## src/rtl/hamming_tx_scheduler.sv

```systemverilog
// hamming_tx_scheduler
//   Round-robin arbiter that shares one serial Hamming(7,4) TX line among
//   N_REQ nibble requesters. A granted nibble is encoded and sent as a frame:
//   start(0), code bits r0..r6 (LSB first), stop(1), then GAP_CYCLES idle-high
//   cycles before the next arbitration.
// Ports
//   clk, rst    rising-edge clock, synchronous active-high reset
//   req_valid   per-requester nibble valid
//   req_data    nibble i at [4i+3:4i]
//   req_ready   one-hot accept strobe, combinational, only asserted in IDLE
//   tx          serial line, idle high (registered)
//   busy        high from START through the last GAP cycle (registered)
//   grant_id    index of last granted requester (registered)
//   frame_cnt   frames completed, wrapping 16-bit count (registered)
//   inj_en      ERR_INJECT_EN only: flip one code bit of the frame granted now
//   inj_pos     ERR_INJECT_EN only: code bit to flip, 7 = no flip
// Build option: define ERR_INJECT_EN to add the error-injection ports.
module hamming_tx_scheduler #(
  parameter int unsigned N_REQ      = 4,
  parameter int unsigned GID_W      = 2,
  parameter int unsigned GAP_CYCLES = 2
) (
  input  logic               clk,
  input  logic               rst,
`ifdef ERR_INJECT_EN
  input  logic               inj_en,
  input  logic [2:0]         inj_pos,
`endif
  input  logic [N_REQ-1:0]   req_valid,
  input  logic [4*N_REQ-1:0] req_data,
  output logic [N_REQ-1:0]   req_ready,
  output logic               tx,
  output logic               busy,
  output logic [GID_W-1:0]   grant_id,
  output logic [15:0]        frame_cnt
);

  localparam int unsigned CNT_W = ($clog2(GAP_CYCLES) > 3) ? $clog2(GAP_CYCLES) : 3;
  localparam int unsigned IDX_W = (N_REQ > 1) ? $clog2(N_REQ) : 1;

  typedef enum logic [2:0] {
    S_IDLE  = 3'd0,
    S_START = 3'd1,
    S_DATA  = 3'd2,
    S_STOP  = 3'd3,
    S_GAP   = 3'd4
  } state_e;

  state_e           state_q, state_d;
  logic [CNT_W-1:0] cnt_q, cnt_d;
  logic [GID_W-1:0] ptr_q, ptr_d;
  logic [GID_W-1:0] grant_id_q, grant_id_d;
  logic [6:0]       code_q, code_d;
  logic [15:0]      frame_cnt_q, frame_cnt_d;
  logic             tx_q, tx_d;
  logic             busy_q, busy_d;

  logic             win_any;
  logic [GID_W-1:0] win_idx;
  logic [3:0]       win_nib;
  logic [6:0]       inj_mask;
  int unsigned      rr_j;

  // Codeword r[6:0]: data at r2,r4,r5,r6; parity at r0,r1,r3.
  function automatic logic [6:0] encode(input logic [3:0] d);
    encode = {d[3], d[2], d[1], d[1] ^ d[2] ^ d[3],
              d[0], d[0] ^ d[2] ^ d[3], d[0] ^ d[1] ^ d[3]};
  endfunction

  // Round-robin pick: first valid index at or after the pointer, wrapping.
  always_comb begin
    win_any = 1'b0;
    win_idx = '0;
    rr_j    = 0;
    for (int unsigned i = 0; i < N_REQ; i++) begin
      rr_j = 32'(ptr_q) + i;
      if (rr_j >= N_REQ) rr_j = rr_j - N_REQ;
      if (!win_any && req_valid[IDX_W'(rr_j)]) begin
        win_any = 1'b1;
        win_idx = GID_W'(rr_j);
      end
    end
  end

  assign win_nib = 4'(req_data >> (32'(win_idx) * 32'd4));

`ifdef ERR_INJECT_EN
  // Single-bit corruption of the frame being granted; position 7 disables it.
  always_comb begin
    inj_mask = '0;
    if (inj_en && (inj_pos != 3'd7)) inj_mask = 7'(1) << inj_pos;
  end
`else
  assign inj_mask = '0;
`endif

  // State and datapath registers.
  always_ff @(posedge clk) begin
    if (rst) begin
      state_q     <= S_IDLE;
      cnt_q       <= '0;
      ptr_q       <= '0;
      grant_id_q  <= '0;
      code_q      <= '0;
      frame_cnt_q <= '0;
      tx_q        <= 1'b1;
      busy_q      <= 1'b0;
    end else begin
      state_q     <= state_d;
      cnt_q       <= cnt_d;
      ptr_q       <= ptr_d;
      grant_id_q  <= grant_id_d;
      code_q      <= code_d;
      frame_cnt_q <= frame_cnt_d;
      tx_q        <= tx_d;
      busy_q      <= busy_d;
    end
  end

  // Next-state: frame sequencing, grant capture and frame counting.
  always_comb begin
    state_d     = state_q;
    cnt_d       = cnt_q;
    ptr_d       = ptr_q;
    grant_id_d  = grant_id_q;
    code_d      = code_q;
    frame_cnt_d = frame_cnt_q;
    unique case (state_q)
      S_IDLE: begin
        if (win_any) begin
          state_d    = S_START;
          grant_id_d = win_idx;
          ptr_d      = (win_idx == GID_W'(N_REQ - 1)) ? '0 : win_idx + GID_W'(1);
          code_d     = encode(win_nib) ^ inj_mask;
        end
      end
      S_START: begin
        state_d = S_DATA;
        cnt_d   = '0;
      end
      S_DATA: begin
        if (cnt_q == CNT_W'(6)) state_d = S_STOP;
        else                    cnt_d   = cnt_q + CNT_W'(1);
      end
      S_STOP: begin
        state_d     = S_GAP;
        cnt_d       = '0;
        frame_cnt_d = frame_cnt_q + 16'd1;
      end
      S_GAP: begin
        if (cnt_q == CNT_W'(GAP_CYCLES - 1)) state_d = S_IDLE;
        else                                 cnt_d   = cnt_q + CNT_W'(1);
      end
      default: state_d = S_IDLE;
    endcase
  end

  // Outputs: accept strobe from current state; line/busy precomputed for next state.
  always_comb begin
    req_ready = '0;
    tx_d      = 1'b1;
    busy_d    = (state_d != S_IDLE);
    if ((state_q == S_IDLE) && win_any && !rst) req_ready = N_REQ'(1) << win_idx;
    unique case (state_d)
      S_START: tx_d = 1'b0;
      S_DATA:  tx_d = code_d[cnt_d[2:0]];
      default: tx_d = 1'b1;
    endcase
  end

  assign tx        = tx_q;
  assign busy      = busy_q;
  assign grant_id  = grant_id_q;
  assign frame_cnt = frame_cnt_q;

endmodule

```

## config.mk

```make
export PLATFORM = sky130hd
export DESIGN_NAME = hamming_tx_scheduler
export DESIGN_NICKNAME = d
export VERILOG_FILES = /design/src/rtl/hamming_tx_scheduler.sv
export SDC_FILE = /design/constraint.sdc
export NUM_CORES = 1
export LEC_CHECK = 0
export ABC_AREA = 1
export BUFFER_PORTS_ARGS = -buffer_cell sky130_fd_sc_hd__buf_2
export CAP_MARGIN = 20
export CORE_ASPECT_RATIO = 1.2
export CORE_MARGIN = 2
export CORE_UTILIZATION = 55
export DETAILED_ROUTE_END_ITERATION = 10
export HOLD_SLACK_MARGIN = 0.08
export PLACE_DENSITY = 0.84
export SETUP_SLACK_MARGIN = 0.02
export SYNTH_ARGS = -nofsm -noshare
export SYNTH_HDL_FRONTEND = slang
export SYNTH_SLANG_ARGS = --single-unit
```

## constraint.sdc

```tcl
create_clock -name clk -period 2.5 [get_ports clk]
set_clock_uncertainty 0.05 [all_clocks]
set_input_delay 0.25 -clock clk [delete_from_list [all_inputs] [get_ports clk]]
set_output_delay 0.25 -clock clk [all_outputs]
set_load 0.05 [all_outputs]
```

; ---- Word level (Yosys, flattened, before mapping)
; Index checks and enable logic that the tools add are counted.
[totals]
out_inout_bits = 24
regBits = 35
input_bits = 22
elab_cells = 91
[classes]
add_sub_neg = 10
bitwise = 6
reduce_logical = 13
muxes = 34
n_shift = 2
n_lt_le_gt_ge = 9
n_eq_ne = 9
[ops]
columns = op, n
row1 = $mux W2, 9
row2 = $add A16 B1 Y16 const B, 1
row3 = $shr A16 B4 Y4, 1
row4 = $mux W3, 5
row5 = $pmux W3 S5, 1
row6 = $mux W7, 2
row7 = $lt A2 B3 Y1 const B, 4
row8 = $eq A3 B1 Y1 const B, 3
row9 = $eq A3 B2 Y1 const B, 3
row10 = $ge A3 B3 Y1 const B, 3
row11 = $mux W1, 9
row12 = $pmux W3 S3, 1
row13 = $bmux W1 S2, 4
row14 = $sub A2 B1 Y2 const B, 4
row15 = $add A2 B2 Y3 const B, 2
row16 = $eq A3 B3 Y1 const B, 2
row17 = $xor A1 B1 Y1, 6
row18 = $logic_and A1 B1 Y1, 5
row19 = $logic_not A1 Y1, 4
row20 = $lt A3 B4 Y1 const B, 1
row21 = $mux W4, 1
row22 = $shl A1 B2 Y4 const A, 1
row23 = $add A2 B1 Y3 const B, 1
row24 = $add A3 B1 Y3 const B, 1
row25 = 9 further kinds, 9

; ---- Depth between registers and ports, before layout
; Gate-level depths: netlist (run 1).
[logic_depth]
depth_word = 22
depth_mapped = 22
ltp_nobuf = 21

; ---- Worst setup path after synthesis (run 1)
; No wires, ideal clock.
[synth_path]
path_kind = register -> output
from = reg ptr_q[0]
to = out req_ready[0]
t_required_ns = 2.200
n_path_buf = 3
slack_ns = 0.117
arrival_ns = 2.083
path_stages_with_launch = 15
path_cell_list = dfxtp_1 > buf_6 > inv_8 > nand2_2 > nand2_4 > nand2_2 > nand2_2 > nor2_4 > nand3_2 > buf_6 > nand2_2 > inv_1 > buf_4 > nand2_1 > nor2_1
[synth_via]
elab_chain_len = 17
word_cells_on_any_way = 41
cone_classes = 7 x add/sub / 4 x order compare / 1 x shift / 21 x mux / 8 x reduce/logical
[synth_rtl]
columns = element, line
row1 = from (decl), 51  ; logic [GID_W-1:0] ptr_q, ptr_d;
row2 = from (signal assigned), 111  ; ptr_q <= ptr_d;
row3 = branches (longest 16 deep; another with $add A2 B1 Y3), n/a
row4 = $mux W4 (*), 163  ; if ((state_q == S_IDLE) && win_any && !rst) req_ready = N_REQ'(1) << win_idx;
row5 = to (decl), 31  ; output logic [N_REQ-1:0] req_ready,
; Mark *: on every way between the ends. The select of a mux whose other input is x is not followed.

; ---- Worst setup path in the final report (run 1)
[layout_path]
from = reg ptr_q[0]
to = out req_ready[3]
[layout_via]
word_cells_on_any_way = 41
cone_classes = 7 x add/sub / 4 x order compare / 1 x shift / 21 x mux / 8 x reduce/logical
[layout_lines]
columns = element, line
row1 = branches (longest 13 deep; another with $add A2 B1 Y3), n/a
row2 = $mux W2 (*), 78  ; if (!win_any && req_valid[IDX_W'(rr_j)]) begin
row3 = via win_idx[0], 59  ; logic [GID_W-1:0] win_idx;
row4 = $shl A1 B2 Y4 (*), 163
row5 = $mux W4 (*), 163
; Mark *: on every way through the listed nets, which the timed path passes. The select of a mux whose other input is x is not followed.

==> results list, run 1 <==
- The core region is 0.004197 sq mm.
- By area, the combinational part of the netlist is dominated by simple AND/OR/NAND/NOR gates.
- Fraction of post-synthesis cell area in the top cell type by area: 29.41%
- Static timing analysis puts the maximum clock frequency at 389.3 MHz.
- In the final layout, flip-flops and latches occupy 706.9 sq um.
- Synth Area in Compound Gates: 10.50%
* Leakage power of the design: 1.599 nW
- For this design the total switching power over the nets is 0.002631 W.
* Layout-stage area growth over the synthesis result: 35.50%
* Number of pins exceeding their max-slew limit in the final report: 0
* CP endpoint kind: output pin
* Failing checks: negative setup slack
- For this run, the post-layout net count is 470.
- Die height: 76.10 um
- Counting the buffers created by CTS gives 5.
* First-pass GRT wire length: 9.163 mm
- The worst setup path is launched from a flip-flop.
* Total standard cell area after synthesis: 0.002382 sq mm
- TritonCTS built the clock tree.
* Number of H-tree branching levels: 2
* Part of the power in the clock network: 9.3%
- Of the total power, registers draw 15.5%.
- Yosys printed 0 warnings.
- Number of buffers and inverters on the critical path: 5
- Clock latency on the worst-skew pair, taken at its later pin, is 300 ps.
- Measured against the total synthesized area, the mux share comes to 0%.
- Per report_power, the combinational group accounts for 75.2% of the total.
* # rows: 26
* Number of instances in the synthesized netlist: 369
- By area the synthesized netlist is led by sky130_fd_sc_hd__dfxtp_1 (29%), sky130_fd_sc_hd__nand2_1 (15%), sky130_fd_sc_hd__inv_1 (8.8%).
* Effective utilization at floorplan: 56.77%
- Status: complete, but fails checks
* Critical path data arrival time: 2270 ps
* Fill cell total of the finished layout: 297
- Synthesized Nets: 399
* Pin count of the biggest net entering global routing: 21
* N_diodes: 0
* Minimum setup slack after placement: 30.99 ps
- Transition time at the pin with the least slew margin: 426.5 ps
* Post-layout min period: 2569 ps
- In the routed design, unresolved DRC markers number 0.
- Max VDD drop: 585.3 uV
* Post-synth EDFFs: 0
* Boundary Pins: 46
- Clk root buf: sky130_fd_sc_hd__clkbuf_8
* Async SR Flop Fraction: 0%
- In the final layout, the share of cells above drive strength 1 is 37.87%.
- Summing all multi-input logic gate instances after layout gives 0.001573 sq mm.
* Overall global routing resource usage: 23.10%
* CP max stage delay: 360 ps
- In the routed layout, each cell is associated on average with a via count of 5.598.
- Top flip-flop cell by instance count after synthesis: sky130_fd_sc_hd__dfxtp_1
- The number of different library cells used by synthesis comes to 37.
- Of the total synthesized cell area, the portion taken by AND, OR, NAND and NOR gates is 42.07%.
- After synthesis, flip-flops and latches occupy 29.41% of the total area.
* Cell with the most instances after synthesis: sky130_fd_sc_hd__nand2_1
- Hold repair after CTS inserted 0 buffers.
* Wirelength per Cell: 14.67 um
* XOR/XNOR share of the synthesized area: 0.7353%
- Required time of the worst setup path: 2200 ps
- Critical path's slowest cell: sky130_fd_sc_hd__dfxtp_4
- The number of antenna violations at the first check in global routing came to 0.
- Total internal power: 0.002310 W
- Of all nets on the critical path, the largest fanout is 6.
- ANT nets after route: 0
* Setup repair after global routing missed its margin: yes
- Placer congestion estimate: 0.8784
- The tool flagged a number of max-cap violations equal to 0.
- I/O Buffers: 45
- Setup violations remaining at the end of the flow were counted as 4.
- Once detailed placement completed, the half-perimeter wirelength came to 3.967 mm.
- Final hold vios: 0
* Worst-path clk slew: 70 ps
- The first detailed-routing pass ran for 8 iterations.
* Switching portion of total power: 53.26%
* Most repeated library cell on the critical path: sky130_fd_sc_hd__nand2_1
* Class of the most critical setup path: flip-flop to output pin
* Clock Sinks: 35
- Largest area contributor in the synthesized netlist: sky130_fd_sc_hd__dfxtp_1
* Vias after detailed routing: 2782
- Global routing finished with a remaining overflow of 0.
* Avg Cell Area, Syn: 6.456 sq um
- Fin worst setup slack: -68.85 ps
* Family with the most delay on the worst path: simple AND/OR/NAND/NOR gates
* Normalized max-slew margin: 71.46%
- Hold is met by 301.3 ps.
- The signal on the critical path passes through buf_12, clkinv_8, nand2_1, nand2_2, nand2_1, nand2_1, nand2_2, nand3_4, buf_6, nand2_4, nor2_4, ha_1, inv_1, nor2_1, buf_6.
- Clock tree buffer depth: 2
- Die extent in x: 64.08 um
* Area enclosed by the die boundary: 0.004876 sq mm
* Total power divided by cell area: 1531 mW/mm^2
* #FFs+latches synth: 35
- Post-synth top cells: sky130_fd_sc_hd__nand2_1 (98), sky130_fd_sc_hd__inv_1 (56), sky130_fd_sc_hd__dfxtp_1 (35)
- Via count of the first global-routing pass: 2210
- The detailed router finished its first iteration with 276 violations.
* Share of the clock period used by the worst path after layout: 102.8%
- Total wirelength of the detailed-routed design: 7.292 mm
- Adder-cell area share of the yosys netlist: 4.202%
- Worst hold path class: primary input to flip-flop
- In the final timing run, aggregate negative setup slack is -215.8 ps.
[stage by stage]
| stage | instances | cell area, sq um | power [W] | utilization (%) |
|---|---|---|---|---|
| 6_report | 497 | 3228 | 0.004941 | 76.92 |
| 4_1_cts | 479 | 2841 | 0.003937 | 67.71 |
| 3_5_place_dp | 467 | 2670 | 0.003306 | 63.63 |
| 5_1_grt | 497 | 3228 | 0.005280 | 76.92 |
| 2_1_floorplan | 369 | 2382 | 0.002878 | - |
| 3_3_place_gp | 467 | 2670 | 0.003247 | 63.63 |
[placed cells by master, fill, tap and decap left out, drive strengths merged, types with 2 or more instances in the layout]
cell type / netlist / final
o21ai: 18 / 18
o21a: 2 / 2
a21oi: 18 / 18
a31oi: 2 / 2
nand2: 114 / 114
dfxtp: 35 / 35
nor3: 10 / 10
nor3b: 2 / 2
buf: 5 / 70
nand4: 11 / 11
nand3: 30 / 30
clkbuf: 3 / 9
inv: 65 / 64
ha: 8 / 8
nor2: 38 / 38
[sequential cells by signal (all words and copies together), names as in the netlist]
name and cells:
ptr_q 2, grant_id 2, state_q 3, code_q 7, cnt_q 3, tx 1
busy 1, frame_cnt 16
[final timing paths]
kind | start | cells past startpoint | slack, ps | end
hold reg to reg | code_q[5] | 2 | 450 | code_q[5]
setup reg to reg | ptr_q[0] | 20 | -60 | tx
hold / removal | rst | 2 | 300 | code_q[2]
setup / recovery | ptr_q[0] | 15 | -70 | req_ready[3]
[power groups by stage]
| stage | Combinational, W | Clock [W] | Sequential, W |
|---|---|---|---|
| 3_5_place_dp | 0.00255 | 0 | 0.000759 |
| 2_1_floorplan | 0.00203 | 0 | 0.000852 |
| 3_3_place_gp | 0.00249 | 0 | 0.000753 |
| 5_1_grt | 0.00402 | 0.000484 | 0.000779 |
| 4_1_cts | 0.00273 | 0.000464 | 0.000748 |
| 6_report | 0.00372 | 0.000459 | 0.000767 |
[logic make-up after synthesis]
group | after synthesis
fa+ha+maj | 8
compound gates | 44
xor+xnor | 2
simple gates | 207
buf+inv | 73
flops | 35
[cell type report]
cell class | count | area share [%]
clock buffer | 8 | 3.101
inverter | 65 | 8.295
timing repair buffer | 71 | 15.54
timing repair inverter | 1 | 0.2713
sequential | 35 | 21.90
multi-input combinational | 261 | 48.72
tap | 56 | 2.171
[worst register-to-register path, stage by stage (launching register included)]
cell and delay, ps:
sky130_fd_sc_hd__dfxtp_4 380, sky130_fd_sc_hd__buf_12 140, sky130_fd_sc_hd__clkinv_8 70, sky130_fd_sc_hd__nand2_1 80, sky130_fd_sc_hd__nand2_2 90, sky130_fd_sc_hd__nand2_1 100, sky130_fd_sc_hd__nand2_1 80, sky130_fd_sc_hd__nand2_2 120
sky130_fd_sc_hd__nand3_4 90, sky130_fd_sc_hd__buf_6 150, sky130_fd_sc_hd__buf_4 150, sky130_fd_sc_hd__nand4_1 150, sky130_fd_sc_hd__nand3_1 120, sky130_fd_sc_hd__nand2_2 100, sky130_fd_sc_hd__nand3_1 130, sky130_fd_sc_hd__nand3_1 140
sky130_fd_sc_hd__nand3_1 80, sky130_fd_sc_hd__nand3_1 80, sky130_fd_sc_hd__nand2_1 70, sky130_fd_sc_hd__nand2_1 60, sky130_fd_sc_hd__nand2_1 40
[layer usage]
layer | up-vias | track usage [%] | part of all wire, %
met5 | - | 0 | 0
met4 | 0 | 10.00 | 4.2
met3 | 35 | 4.431 | 6.6
met2 | 146 | 39.69 | 50
met1 | 1291 | 27.53 | 39
li1 | 1310 | - | -
[repair_timing]
item	4_1_cts	5_1_grt
endpoints found under the setup margin	5	9
buffers inserted	4	14
pin swaps	1	24
gates cloned	0	4
gates resized for setup	11	67
No activity file was read; power rests on OpenSTA's default activity.
==> run 2, diff against run 1 <==
Settings changed: ABC_AREA 1 to not set, CORE_UTILIZATION 55 to 53.
==> run 2 against run 1 <==
The flow now finishes without violations. Clock-buffer cell count decreased by 3. Register-to-register slack better by 130 ps. Non-clock buffer count decreased by 13. Sequential cell count did not move.
==> results list, run 2 <==
- The time the worst path needs with I/O delays and setup was 2433 ps (was 2569 ps).
- Normalized max-slew margin: 67.16% (was 71.46%)
- The detailed-placement wirelength estimate came to 2.996 mm (was 3.967 mm).
- The count of antenna-violating nets left after detailed routing came to 0 (unchanged).
- Total standard cell area after synthesis: 0.001984 sq mm (was 0.002382 sq mm)
- The clock transition time at the flip-flop clock pins of the worst setup and hold paths is 70 ps (about the same).
- The classification of the worst setup path is flip-flop to flip-flop (was flip-flop to output pin).
* # rows: 24 (was 26)
* Wirelength per Cell: 13.34 um (was 14.67 um)
- The launch point of the worst reg-to-reg path was cnt_q[1] (was ptr_q[0]).
- The area overhead of the layout relative to synthesis was 25.35% (was 35.50%).
- Hold Crit Start: rst (unchanged)
- Fin worst setup slack: 66.82 ps (was -68.85 ps)
- The library cell with the highest instance count after synthesis was sky130_fd_sc_hd__dfxtp_1 (was sky130_fd_sc_hd__nand2_1).
- The number of global-route vias before repair was 1555 (was 2210).
- Required time of the worst setup path: 2630 ps (was 2200 ps)
- The total nets after synthesis is 259 (was 399).
* Ratio of cells with drive above 1 in the final layout: 29.33% (was 37.87%)
- CP max stage delay: 430 ps (was 360 ps)
- Share of the clock period used by the worst path after layout: 97.33% (was 102.8%)
- Number of H-tree branching levels: 2 (unchanged)
* Upper clock frequency limit: 411.0 MHz (was 389.3 MHz)
* Clock tree buffer depth: 2 (unchanged)
- #FFs+latches synth: 35 (unchanged)
- The number of warnings printed during yosys synthesis is 0 (unchanged).
* Worst hold path endpoint: frame_cnt[14] (was code_q[2])
- Leakage power of the design: 1.156 nW (was 1.599 nW)
- Minimum setup slack among reg-to-reg paths: 70 ps (was -60 ps)
- Largest area contributor in the synthesized netlist: sky130_fd_sc_hd__dfxtp_1 (unchanged)
* Overall global routing resource usage: 21.11% (was 23.10%)
* Clock Sinks: 35 (unchanged)
- The sequential area share after synthesis is 35.31% (was 29.41%).
- Post-synth top cells: sky130_fd_sc_hd__dfxtp_1 (35), sky130_fd_sc_hd__nor2_1 (33), sky130_fd_sc_hd__nand2_1 (23) (was sky130_fd_sc_hd__nand2_1 (98), sky130_fd_sc_hd__inv_1 (56), sky130_fd_sc_hd__dfxtp_1 (35)).
- The top fanout value on the critical path came to 4 (was 6).
* Die extent in x: 59.86 um (was 64.08 um)
- First element of the critical path: cnt_q[1] (was ptr_q[0])
- The buffer type at the clock tree root is sky130_fd_sc_hd__clkbuf_8 (unchanged).
* CP endpoint kind: flip-flop (was output pin)
- The setup slack after placement is 46.13 ps (was 30.99 ps).
* Number of instances in the synthesized netlist: 229 (was 369)
- Critical path data arrival time: 2560 ps (was 2270 ps)
- Final instance count without filler cells: 322 (was 497)
- Async SR Flop Fraction: 0% (unchanged)
* Top area cells in the synthesized netlist: sky130_fd_sc_hd__dfxtp_1 (35%), sky130_fd_sc_hd__mux2i_1 (7.1%), sky130_fd_sc_hd__nor2_1 (6.2%) (was sky130_fd_sc_hd__dfxtp_1 (29%), sky130_fd_sc_hd__nand2_1 (15%), sky130_fd_sc_hd__inv_1 (8.8%))
- Total gr overflow: 0 (unchanged)
- Most common cell after layout, fill and taps aside: sky130_fd_sc_hd__buf_2 (was sky130_fd_sc_hd__nand2_1)
* Total wirelength of the detailed-routed design: 4.296 mm (was 7.292 mm)
- Number of stages on the worst setup path: 11 (was 15)
* Status: completed (was complete, but fails checks)
- The number of vias per cell after detailed routing came to 5.357 (was 5.598).
- The number of antenna diodes is 0 (unchanged).
- Capture point of the worst reg-to-reg path: tx (unchanged)
- The wire length of the first global-routing pass is 6.913 mm (was 9.163 mm).
- Most repeated library cell on the critical path: sky130_fd_sc_hd__a31oi_1 (was sky130_fd_sc_hd__nand2_1)
- The initial core utilization is 55.07% (was 56.77%).
* Number of cells traversed by the worst hold path: 2 (unchanged)
- Placer congestion estimate: 0.9352 (was 0.8784)
* Final standard cell utilization of the core: 69.03% (was 76.92%)
- The count of final setup violators was 0 (was 4).
- The final routed DRC violation total was 0 (unchanged).
* Avg Cell Area, Syn: 8.666 sq um (was 6.456 sq um)
* Transition time at the pin with the least slew margin: 486.5 ps (was 426.5 ps)
* First-pass iteration count of the detailed router: 4 (was 8)
- CTS tree: yes (unchanged)
- Number of pins exceeding their max-slew limit in the final report: 0 (unchanged)
* 1st-iter DRT viols: 68 (was 276)
- Critical path's slowest cell: sky130_fd_sc_hd__or3b_4 (was sky130_fd_sc_hd__dfxtp_4)
- Core area: 0.003603 sq mm (was 0.004197 sq mm)
- The total clock buffers created by CTS is 5 (unchanged).
- Overall power of the completed layout: 0.002347 W (was 0.004941 W)
* Post-synthesis cell type count: 46 (was 37)
- The number of antenna violations at the first check in global routing came to 0 (unchanged).
- Number of nets in the finished design: 312 (was 470)
* Vias after detailed routing: 1725 (was 2782)
* Largest register FFs: 16 (unchanged)
* Total power divided by cell area: 943.5 mW/mm^2 (was 1531 mW/mm^2)
* Cells on worst reg2reg path: 11 (was 20)
- The max-cap check violation count was 0 (unchanged).
- Family with the most delay on the worst path: simple AND/OR/NAND/NOR gates (unchanged)
- The setup TNS came to 0 ps (was -215.8 ps).
- Top flip-flop cell by instance count after synthesis: sky130_fd_sc_hd__dfxtp_1 (unchanged)
- Post-synth EDFFs: 0 (unchanged)
- The number of I/O port buffers came to 45 (unchanged).
- Cells traversed along the worst timing path: inv_2, ha_4, nor2b_4, or3b_4, a31oi_4, a2bb2oi_2, mux2_4, nand2_2, a31oi_1, nor4_1, a31oi_1 (was buf_12, clkinv_8, nand2_1, nand2_2, nand2_1, nand2_1, nand2_2, nand3_4, buf_6, nand2_4, nor2_4, ha_1, inv_1, nor2_1, buf_6)
* Max VDD drop: 522.1 uV (was 585.3 uV)
- Count of placed standard cells including taps: 311 (was 467)
- Worst hold path class: primary input to flip-flop (unchanged)
- The number of buffers and inverters on the critical path came to 1 (was 5).
- Commonest non-fill, non-tap cells in the layout: sky130_fd_sc_hd__buf_2 (45), sky130_fd_sc_hd__nor2_1 (33), sky130_fd_sc_hd__dfxtp_1 (33), sky130_fd_sc_hd__nand2_1 (22), sky130_fd_sc_hd__a21oi_1 (15) (was sky130_fd_sc_hd__nand2_1 (79), sky130_fd_sc_hd__inv_1 (53), sky130_fd_sc_hd__buf_2 (43), sky130_fd_sc_hd__dfxtp_1 (32), sky130_fd_sc_hd__nor2_1 (27))
- The count of pins on the block boundary is 46 (unchanged).
- Clock latency reported for the late side of the worst-skew pair: 290 ps (was 300 ps)
- Hold buffer count at CTS: 0 (unchanged)
- The full die area came to 0.004252 sq mm (was 0.004876 sq mm).
* Setup repair after global routing missed its margin: yes (unchanged)
* Die height: 71.03 um (was 76.10 um)
- Fraction of post-synthesis cell area in the top cell type by area: 35.31% (was 29.41%)
- Type of element launching the critical path: flip-flop (unchanged)
* Pin count of the biggest net entering global routing: 24 (was 21)
* Final hold vios: 0 (unchanged)
run 2: area by class of cell:
type / count / area (sq um)
clock inverters: 3 / 67.56
fillers: 285 / 1116
repair buffers: 58 / 322.8
inverters: 8 / 30.03
well taps: 39 / 48.80
clock buffers: 5 / 68.82
flip-flops and latches: 35 / 703.2
multi-input cells: 174 / 1246
run 2: worst register-to-register path: cells and delay by family, from the launching register on:
kind / cells / cell delay [ps]
DFF: 1 / 340
AOI/OAI and AO/OA: 4 / 500
adders and majority gates: 1 / 140
muxes: 1 / 320
and+or+nand+nor: 4 / 910
buffers and inverters: 1 / 50
run 2: repair_timing:
item / CTS / global route
setup endpoints to repair: 1 / 6
resized for setup: 0 / 13
pin swaps: 1 / 5
buffers inserted: 0 / 3
run 2: kinds of logic (layout without fill, tap and decap cells):
family          count (synthesis)  in the layout  synth area share (%)
mux                            18             18                 9.836
simple gates                   92             92                 21.88
xor+xnor                       18             18                 10.02
buf+inv                        20             74                 4.729
flops                          35             35                 35.31
compound gates                 38             38                 13.18
fa+ha+maj                       8              8                 5.044
run 2: per-stage QoR:
step / cell area (sq um) / hold WS, ps
2_1_floorplan: 1984 / 383.9
3_3_place_gp: 2277 / 391.8
3_5_place_dp: 2277 / 399.9
4_1_cts: 2414 / 322.8
5_1_grt: 2487 / 351.6
6_report: 2487 / 339.7
run 2: power breakdown:
part	leakage [nW]	internal, W	switching [W]
clock network	0.0644	0.000398	0.000210
registers	0.286	0.000651	0.0000772
logic	0.805	0.000465	0.000546
run 2: layer usage:
| metal | part of all wire (%) | track usage (%) | vias up | wire [um] |
|---|---|---|---|---|
| li1 | - | - | 884 | - |
| met1 | 42 | 25.49 | 802 | 1810 |
| met2 | 53 | 35.99 | 34 | 2279 |
| met3 | 3.5 | 4.936 | 5 | 151 |
| met4 | 1.2 | 7.160 | 0 | 53 |
| met5 | 0 | 0 | - | 0 |
run 2: how the worst max path moves through the flow:
stage,end,slack [ps]
3_3_place_gp,tx,140
3_5_place_dp,tx,50
6_report,tx,70
2_1_floorplan,tx,130
4_1_cts,tx,40
5_1_grt,tx,-90
